`config.mk`:
```
export PLATFORM = sky130hd
export DESIGN_NAME = reg_bank
export DESIGN_NICKNAME = d
export VERILOG_FILES = /design/src/rtl/reg_bank.sv
export SDC_FILE = /design/constraint.sdc
export NUM_CORES = 1
export LEC_CHECK = 0
export ABC_AREA = 0
export CAP_MARGIN = 0
export CORE_MARGIN = 2
export CORE_UTILIZATION = 63
export DETAILED_ROUTE_END_ITERATION = 10
export GPL_TIMING_DRIVEN = 0
export PLACE_DENSITY = 0.9
export SYNTH_ARGS = -nofsm -noshare
export SYNTH_HDL_FRONTEND = slang
export SYNTH_SLANG_ARGS = --single-unit
```
`constraint.sdc`:
```
create_clock -name i_Clk -period 3.55 [get_ports i_Clk]
set_input_delay 0.71 -clock i_Clk [delete_from_list [all_inputs] [get_ports i_Clk]]
set_output_delay 0.71 -clock i_Clk [all_outputs]
set_load 0.01 [all_outputs]
```
`src/rtl/reg_bank.sv`:
```
// rtl/reg_bank.sv - MicroUAZ 8x8 register file with Z/C flags and R7 return stack
module reg_bank #(
  parameter int STACK_DEPTH = 4
) (
  input  logic       i_Clk,
  input  logic       i_Rst_n,
  input  logic       i_WrEn,
  input  logic [2:0] i_WrAddr,
  input  logic [7:0] i_WrData,
  input  logic       i_FlagEn,
  input  logic       i_Carry,
  input  logic [2:0] i_AddrX,
  input  logic [2:0] i_AddrY,
  input  logic       i_Push,
  input  logic       i_Pop,
  output logic [7:0] o_RX,
  output logic [7:0] o_RY,
  output logic       o_Zero,
  output logic       o_Carry,
  output logic       o_StackEmpty,
  output logic       o_StackFull,
  output logic       o_StackErr
);

  localparam int IW  = (STACK_DEPTH > 1) ? $clog2(STACK_DEPTH) : 1;
  localparam int SPW = $clog2(STACK_DEPTH) + 1;

  logic [7:0]     regs      [8];
  logic [7:0]     regs_nxt  [8];
  logic [7:0]     stack_mem [STACK_DEPTH];
  logic [SPW-1:0] sp;
  logic [SPW-1:0] sp_nxt;
  logic [IW-1:0]  push_idx;
  logic [IW-1:0]  top_idx;
  logic           push_req;
  logic           pop_req;
  logic           push_ok;
  logic           pop_ok;
  logic           stack_err_set;

  assign o_StackEmpty = (sp == '0);
  assign o_StackFull  = (sp == SPW'(STACK_DEPTH));

  // Simultaneous push and pop cancel each other and never flag an error.
  assign push_req      = i_Push & ~i_Pop;
  assign pop_req       = i_Pop & ~i_Push;
  assign push_ok       = push_req & ~o_StackFull;
  assign pop_ok        = pop_req & ~o_StackEmpty;
  assign stack_err_set = (push_req & o_StackFull) | (pop_req & o_StackEmpty);

  assign push_idx = sp[IW-1:0];
  assign top_idx  = IW'(sp - SPW'(1));

  // Post-edge register image; read ports sample this so same-cycle writes forward.
  always_comb begin
    for (int i = 0; i < 8; i++) begin
      regs_nxt[i] = regs[i];
    end
    if (i_WrEn) begin
      regs_nxt[i_WrAddr] = i_WrData;
    end
    if (pop_ok) begin
      regs_nxt[7] = stack_mem[top_idx];
    end
    sp_nxt = sp;
    if (push_ok) begin
      sp_nxt = sp + SPW'(1);
    end else if (pop_ok) begin
      sp_nxt = sp - SPW'(1);
    end
  end

  always_ff @(posedge i_Clk or negedge i_Rst_n) begin
    if (!i_Rst_n) begin
      for (int i = 0; i < 8; i++) begin
        regs[i] <= 8'h00;
      end
      o_RX       <= 8'h00;
      o_RY       <= 8'h00;
      o_Zero     <= 1'b0;
      o_Carry    <= 1'b0;
      sp         <= '0;
      o_StackErr <= 1'b0;
    end else begin
      for (int i = 0; i < 8; i++) begin
        regs[i] <= regs_nxt[i];
      end
      o_RX <= regs_nxt[i_AddrX];
      o_RY <= regs_nxt[i_AddrY];
      if (i_WrEn && i_FlagEn) begin
        o_Zero  <= (i_WrData == 8'h00);
        o_Carry <= i_Carry;
      end
      sp <= sp_nxt;
      if (stack_err_set) begin
        o_StackErr <= 1'b1;
      end
    end
  end

  // Stack storage needs no reset; the pushed value is the pre-write R7.
  always_ff @(posedge i_Clk) begin
    if (push_ok) begin
      stack_mem[push_idx] <= regs[7];
    end
  end

endmodule
```
==> results of run 1 <==
per-stage QoR:
| stage | power (uW) | util | hold WS, ns |
|---|---|---|---|
| after global routing | 4890 | 0.776 | 0.184 |
| after detailed placement | 3060 | 0.712 | 0.443 |
| after floorplan | 2640 | - | 0.414 |
| final | 4700 | 0.776 | 0.155 |
| after CTS | 4690 | 0.776 | 0.173 |
| after global placement | 2970 | 0.709 | 0.443 |
final timing paths:
path | start | endpoint | slack (ns) | cells after the start
max in group asynchronous | i_Rst_n | regs[3] | 2.78 | 2
hold / removal | i_Rst_n | o_StackErr | 0.16 | 1
setup reg to reg | sp[0] | o_RX[5] | 0.88 | 9
hold reg to reg | o_StackErr | o_StackErr | 0.46 | 1
min in group i_Clk | o_StackErr | o_StackErr | 0.46 | 1
setup / recovery | sp[0] | o_StackEmpty | 0.52 | 6
routing by layer:
metal,GRT usage,share of wire
met1,0.381,0.39
met2,0.508,0.50
met3,0.0787,0.075
met4,0.122,0.032
met5,0,0
power groups by stage:
stage	sequential [uW]	combinational, uW	clock [uW]
CTS	1900	1160	1630
detailed placement	1920	1140	0
finish	1900	1170	1630
floorplan	1890	759	0
global route	1930	1260	1690
global placement	1890	1080	0
cell type report:
class	count	share of cell area
plain buffers	43	0.0306
clock buffers	20	0.0637
clock inverters	12	0.0187
inverters	37	0.0203
multi-input cells	295	0.337
flip-flops and latches	118	0.455
well taps	108	0.0198
repair buffers	36	0.0549
kinds of logic (layout without fill, tap and decap cells):
| family | after synthesis | in the layout | share of synthesized area |
|---|---|---|---|
| adders and majority gates | 5 | 5 | 0.0109 |
| and+or+nand+nor | 97 | 97 | 0.0932 |
| DFF | 118 | 118 | 0.540 |
| muxes | 74 | 74 | 0.152 |
| xor gates and xnor gates | 5 | 5 | 0.00760 |
| AOI/OAI and AO/OA | 114 | 114 | 0.136 |
| buffers and inverters | 80 | 148 | 0.0604 |
critical path: cells and delay by family (launching register included):
kind | cells | cell delay [ns]
buf+inv | 4 | 1.09
simple gates | 1 | 0.11
flops | 1 | 0.40
fa+ha+maj | 1 | 0.21
cell usage after synthesis, drive strengths merged (8+ instances only):
cell,instances
a21o,9
a21oi,14
a22oi,21
a31oi,16
a32oi,8
buf,17
clkbuf,26
dfrtp,86
edfxtp,32
inv,37
mux2,18
mux2i,48
mux4,8
nand2,35
nor2,10
nor3,11
o21ai,20
state kept, by name (all words and copies together) (netlist names):
register,cells
sp,3
stack_mem,32
regs,64
o_StackErr,1
o_RX,8
o_RY,8
o_Carry,1
o_Zero,1
==> metrics.log, run 1 <==
[metrics] # H-tree levels: 4
[metrics] ordered list of cells on the worst path: buf_4, inv_1, ha_1, nand2b_1, inv_2, clkdlybuf4s50_1
[metrics] Worst setup SP type: flop
[metrics] layout overhead on the synthesized area: 18.6%
[metrics] overall via count from detail_route: about 4300
[metrics] commonest non-fill, non-tap cell in the layout: dfrtp_1
[metrics] CTS clock-pin slew for the worst setup and hold paths: around 0.060 ns
[metrics] TritonCTS clock tree: yes
[metrics] top_reg_cell synth: dfrtp_1
[metrics] area used by multi-input combinational logic: ~2300 sq um
[metrics] commonest non-fill, non-tap cells in the layout: dfrtp_1 (86), mux2i_1 (48), inv_1 (36)
[metrics] post-layout net count: just under 600
[metrics] Post-CTS Resized: 0
[metrics] netlist area before placement: approximately 5800 sq um
[metrics] clock group share of total power: 0.346
[metrics] remaining global-route overflow: 0
[metrics] share of synthesized flip-flops with an asynchronous set or reset: 0.729
[metrics] total area of sequential cells: between 3000 and 4000 sq um
[metrics] flop and latch count out of synthesis: about 120
[metrics] PortBufs: 35
[metrics] RD Place Congestion: 0.947
[metrics] DR WL/cell: around 21 um
[metrics] Max rail drop VDD: 0.366 mV
[metrics] HP Class: in -> async
[metrics] total DRC errors in the routed layout: 0
[metrics] via count of the first global-routing pass: around 4500
[metrics] clock latency on the worst-skew pair: about 0.52 ns
[metrics] I/O pin count: 45
[metrics] RSZ-0062 raised after global routing: no
[metrics] switching portion of total power: 0.304
[metrics] maximum number of pins on one net before global-route repair: 51
[metrics] filler instances: roughly 540
[metrics] buffers inserted by post-CTS timing repair: 0
[metrics] Setup Total Neg Slack: 0 ns
[metrics] Worst Setup End Kind: output pin
[metrics] status: complete, no violations
[metrics] Leakage Power: 0.00289 uW
[metrics] count of placed standard cells including taps: ~640
[metrics] arrival time reported for the critical path endpoint: approximately 2.3 ns
[metrics] CTS Hold Buffers Added: 0
[metrics] number of different library cells in the post-synthesis netlist: approximately 50
[metrics] clk buf depth: 2
[metrics] Die ar.: 9930 sq um
[metrics] max-cap violation count: 0
[metrics] final max-slew violation count: 0
[metrics] synth top area cells: dfrtp_1 (37%), edfxtp_1 (17%), mux2i_1 (8.3%)
[metrics] total power density per cell area: 688 nW/um^2
[metrics] transition time of the tightest slew-check pin: between 0.7 and 0.8 ns
[metrics] Final Cell Area: ~6800 sq um
[metrics] die span in x: 99.6 um
[metrics] first-pass GRT wire length: 23000 um
[metrics] Psw: 1430 uW
[metrics] Critical Path Slowest Stage Cell: clkdlybuf4s50_1
[metrics] largest area contributor in the synthesized netlist: dfrtp_1
[metrics] post-route minimum period: 3.03 ns
[metrics] die height: about 100 um
[metrics] Worst Clk Skew: ~0.009 ns
[metrics] Clock Sink Count: about 120
[metrics] placement-stage cell area: roughly 6300 sq um
[metrics] number of routed nets with antenna violations: 0
[metrics] warnings from Yosys: 0
[metrics] Gate Count Post-Synth: between 400 and 500
[metrics] delay contributed by the slowest stage of the critical path: around 0.57 ns
[metrics] layout cell share with drive strength beyond 1: 0.130
[metrics] Comb power frac: 0.250
[metrics] critical path start-end classification: reg -> out
[metrics] internal power: ~3300 uW
[metrics] root cell of the clock tree: clkbuf_8
[metrics] maximum fanout encountered on the critical timing path: 10
[metrics] period utilization: 0.854
[metrics] initial core utilization: 0.654
[metrics] number of vias per cell: around 6.5
[metrics] GRT Util Overall: 0.304
[metrics] Total Wirelength: about 14000 um
[metrics] number of flops mapped to enable cells by yosys: 32
[metrics] area inside the core boundary: between 8000 and 9000 sq um
[metrics] Pre-Repair DR Iteration Count: 6
[metrics] final-report setup violation count: 0
[metrics] DP Wirelength: 9710 um
[metrics] initial antenna violation count: 0
[metrics] net count after synthesis: 522
[metrics] number of cells in the finished layout apart from fillers: between 600 and 700
[metrics] antenna diode instance count: 0
[metrics] number of placement rows: 34
[metrics] worst setup slack before clock tree synthesis: about 0.6 ns
[metrics] endpoints failing hold: 0
[metrics] detailed router's first-iteration violation count: approximately 530
[metrics] sequential power share: 0.405
[metrics] number of buffers added by the clock tree synthesis step: 17
[metrics] average size of a mapped cell: 11.7 sq um
[metrics] sequential fraction of the synthesis area: 0.540
[metrics] Final WS setup: between 0.5 and 0.6 ns
[metrics] timing-limited maximum frequency: around 330 MHz
[metrics] Crit path required time: between 2 and 3 ns
[metrics] Max-Slew Margin vs Limit: 0.470
[metrics] top cell type's share of synthesized area: 0.374
Power figures use the tool's default switching activity.
==> run 2, diff against run 1 <==
--- a/config.mk
+++ b/config.mk
@@ -8,10 +8,10 @@
 export ABC_AREA = 0
 export CAP_MARGIN = 0
 export CORE_MARGIN = 2
-export CORE_UTILIZATION = 63
+export CORE_UTILIZATION = 53
 export DETAILED_ROUTE_END_ITERATION = 10
 export GPL_TIMING_DRIVEN = 0
-export PLACE_DENSITY = 0.9
+export PLACE_DENSITY = 0.8
 export SYNTH_ARGS = -nofsm -noshare
 export SYNTH_HDL_FRONTEND = slang
 export SYNTH_SLANG_ARGS = --single-unit
==> constraint.sdc (replaced) <==
create_clock -name i_Clk -period 2.7 [get_ports i_Clk]
set_input_delay 0.54 -clock i_Clk [delete_from_list [all_inputs] [get_ports i_Clk]]
set_output_delay 0.54 -clock i_Clk [all_outputs]
set_load 0.01 [all_outputs]
==> metrics.log, run 2 (synthesis gave the netlist of run 1 again) <==
[metrics] status: complete, no violations
[metrics] Final WS setup: approximately 0.12 ns
[metrics] die span in x: approximately 110 um
[metrics] TritonCTS clock tree: yes
[metrics] number of placement rows: 38
[metrics] number of vias per cell: slightly above 6
[metrics] overall via count from detail_route: between 4000 and 5000
[metrics] initial core utilization: 0.536
[metrics] antenna diode instance count: 0
[metrics] initial antenna violation count: 0
[metrics] Total Wirelength: 13900 um
[metrics] arrival time reported for the critical path endpoint: between 2 and 2.5 ns
[metrics] CTS clock-pin slew for the worst setup and hold paths: 0.06 ns
[metrics] Die ar.: ~12000 sq um
[metrics] area inside the core boundary: ~11000 sq um
[metrics] Worst Setup End Kind: output pin
[metrics] commonest non-fill, non-tap cells in the layout: dfrtp_1 (86), mux2i_1 (48), inv_1 (35), nand2_1 (35), clkdlybuf4s50_1 (34)
[metrics] endpoints failing hold: 0
[metrics] total power density per cell area: approximately 900 nW/um^2
[metrics] root cell of the clock tree: clkbuf_8
[metrics] DR WL/cell: 19.8 um
[metrics] Max-Slew Margin vs Limit: 0.496
[metrics] maximum number of pins on one net before global-route repair: between 40 and 50
[metrics] worst setup slack before clock tree synthesis: -0.128 ns
[metrics] post-route minimum period: approximately 2.6 ns
[metrics] detailed router's first-iteration violation count: between 400 and 500
[metrics] placement-stage cell area: 6300 sq um
[metrics] Crit path required time: ~2.2 ns
[metrics] delay contributed by the slowest stage of the critical path: between 0.5 and 0.6 ns
[metrics] # H-tree levels: 4
[metrics] CTS Hold Buffers Added: 0
[metrics] filler instances: approximately 840
[metrics] Leakage Power: roughly 0.0029 uW
[metrics] ordered list of cells on the worst path: buf_6, inv_2, ha_4, and2_1, clkdlybuf4s50_1
[metrics] remaining global-route overflow: 0
[metrics] clock latency on the worst-skew pair: 0.52 ns
[metrics] Final Cell Area: 6950 sq um
[metrics] clk buf depth: 2
[metrics] post-layout net count: 579
[metrics] die height: approximately 110 um
[metrics] first-pass GRT wire length: between 20000 and 25000 um
[metrics] timing-limited maximum frequency: 388 MHz
[metrics] HP Class: in -> async
[metrics] DP Wirelength: 9730 um
[metrics] final-report setup violation count: 0
[metrics] max reg flops: between 60 and 70
[metrics] via count of the first global-routing pass: ~4400
[metrics] RSZ-0062 raised after global routing: no
[metrics] commonest non-fill, non-tap cell in the layout: dfrtp_1
[metrics] total DRC errors in the routed layout: 0
[metrics] number of cells in the finished layout apart from fillers: 703
[metrics] critical path start-end classification: reg -> out
[metrics] layout cell share with drive strength beyond 1: 0.142
[metrics] Pre-Repair DR Iteration Count: 6
[metrics] transition time of the tightest slew-check pin: 0.753 ns
[metrics] RD Place Congestion: a little under 0.9
[metrics] Setup Total Neg Slack: 0 ns
[metrics] Largest Register: regs
[metrics] number of routed nets with antenna violations: 0
[metrics] share of the core filled with cells: 0.647
[metrics] period utilization: 0.955
[metrics] Worst Clk Skew: between 0.008 and 0.009 ns
[metrics] Worst setup SP type: flop
[metrics] count of placed standard cells including taps: between 600 and 700
[metrics] max-cap violation count: 0
[metrics] largest registers in the final layout: regs: 64 flops, stack_mem: 32 flops
[metrics] Clock Sink Count: about 120
[metrics] layout overhead on the synthesized area: 20.6%
[metrics] I/O pin count: 45
[metrics] PortBufs: 35
[metrics] final max-slew violation count: 0
[metrics] Max rail drop VDD: roughly 0.5 mV
[metrics] maximum fanout encountered on the critical timing path: 10
[metrics] number of buffers added by the clock tree synthesis step: 17
[metrics] GRT Util Overall: 0.257
[metrics] Critical Path Slowest Stage Cell: clkdlybuf4s50_1
==> run 2: changes by cell type in the layout (fill, tap and decap cells not counted), sizes merged <==
cell    previous run  this run
clkinv             6         5
buf               19        21
bufinv             2         3
==> run 2: layout make-up <==
class	count	area [sq um]	area share
plain buffers	43	213	0.0306
clock buffers	20	447	0.0643
clock inverters	12	150	0.0216
inverters	37	141	0.0203
multi-input cells	295	2330	0.335
flip-flops and latches	118	3110	0.448
well taps	140	175	0.0252
repair buffers	38	383	0.0551
==> run 2: path summary, 6_finish.rpt <==
path	slack (ns)	end	from	cells past startpoint
max in group asynchronous	2.05	regs[35]	i_Rst_n	2
min	0.009	sp[1]	i_Rst_n	1
min in group i_Clk	0.46	o_StackErr	o_StackErr	1
max reg2reg	0.24	o_RX[5]	sp[0]	9
min reg2reg	0.46	o_StackErr	o_StackErr	1
max	0.12	o_StackFull	sp[0]	5
==> run 2: where the power goes <==
part           internal, uW  switching, uW  total (uW)  leakage (uW)
combinational           733            849        1580       0.00133
clock                  1460            803        2260      0.000286
sequential             2290            211        2500       0.00131
total                  4470           1860        6340       0.00292
==> run 2: worst max-delay path: cells and delay by family, from the launching register on <==
kind | cells | cell delay [ns]
buf+inv | 3 | 0.80
flops | 1 | 0.41
fa+ha+maj | 1 | 0.17
simple gates | 1 | 0.14
==> run 2: per-stage QoR <==
step / power [uW] / hold WS [ns]
2_1_floorplan: 3480 / 0.244
3_3_place_gp: 3910 / 0.442
3_5_place_dp: 3990 / 0.445
4_1_cts: 6310 / 0.0281
5_1_grt: 6620 / 0.0480
6_report: 6340 / 0.00933
==> run 2: per-layer routing <==
metal,share of wire,global-route usage
met5,0,0
met4,0.027,0.0943
met3,0.067,0.0500
met2,0.49,0.429
met1,0.41,0.335
==> run 2: repair_timing <==
item / 4_1_cts / 5_1_grt
gates resized for setup: 3 / 4
buffers inserted: 2 / 0
endpoints found under the setup margin: 2 / 4
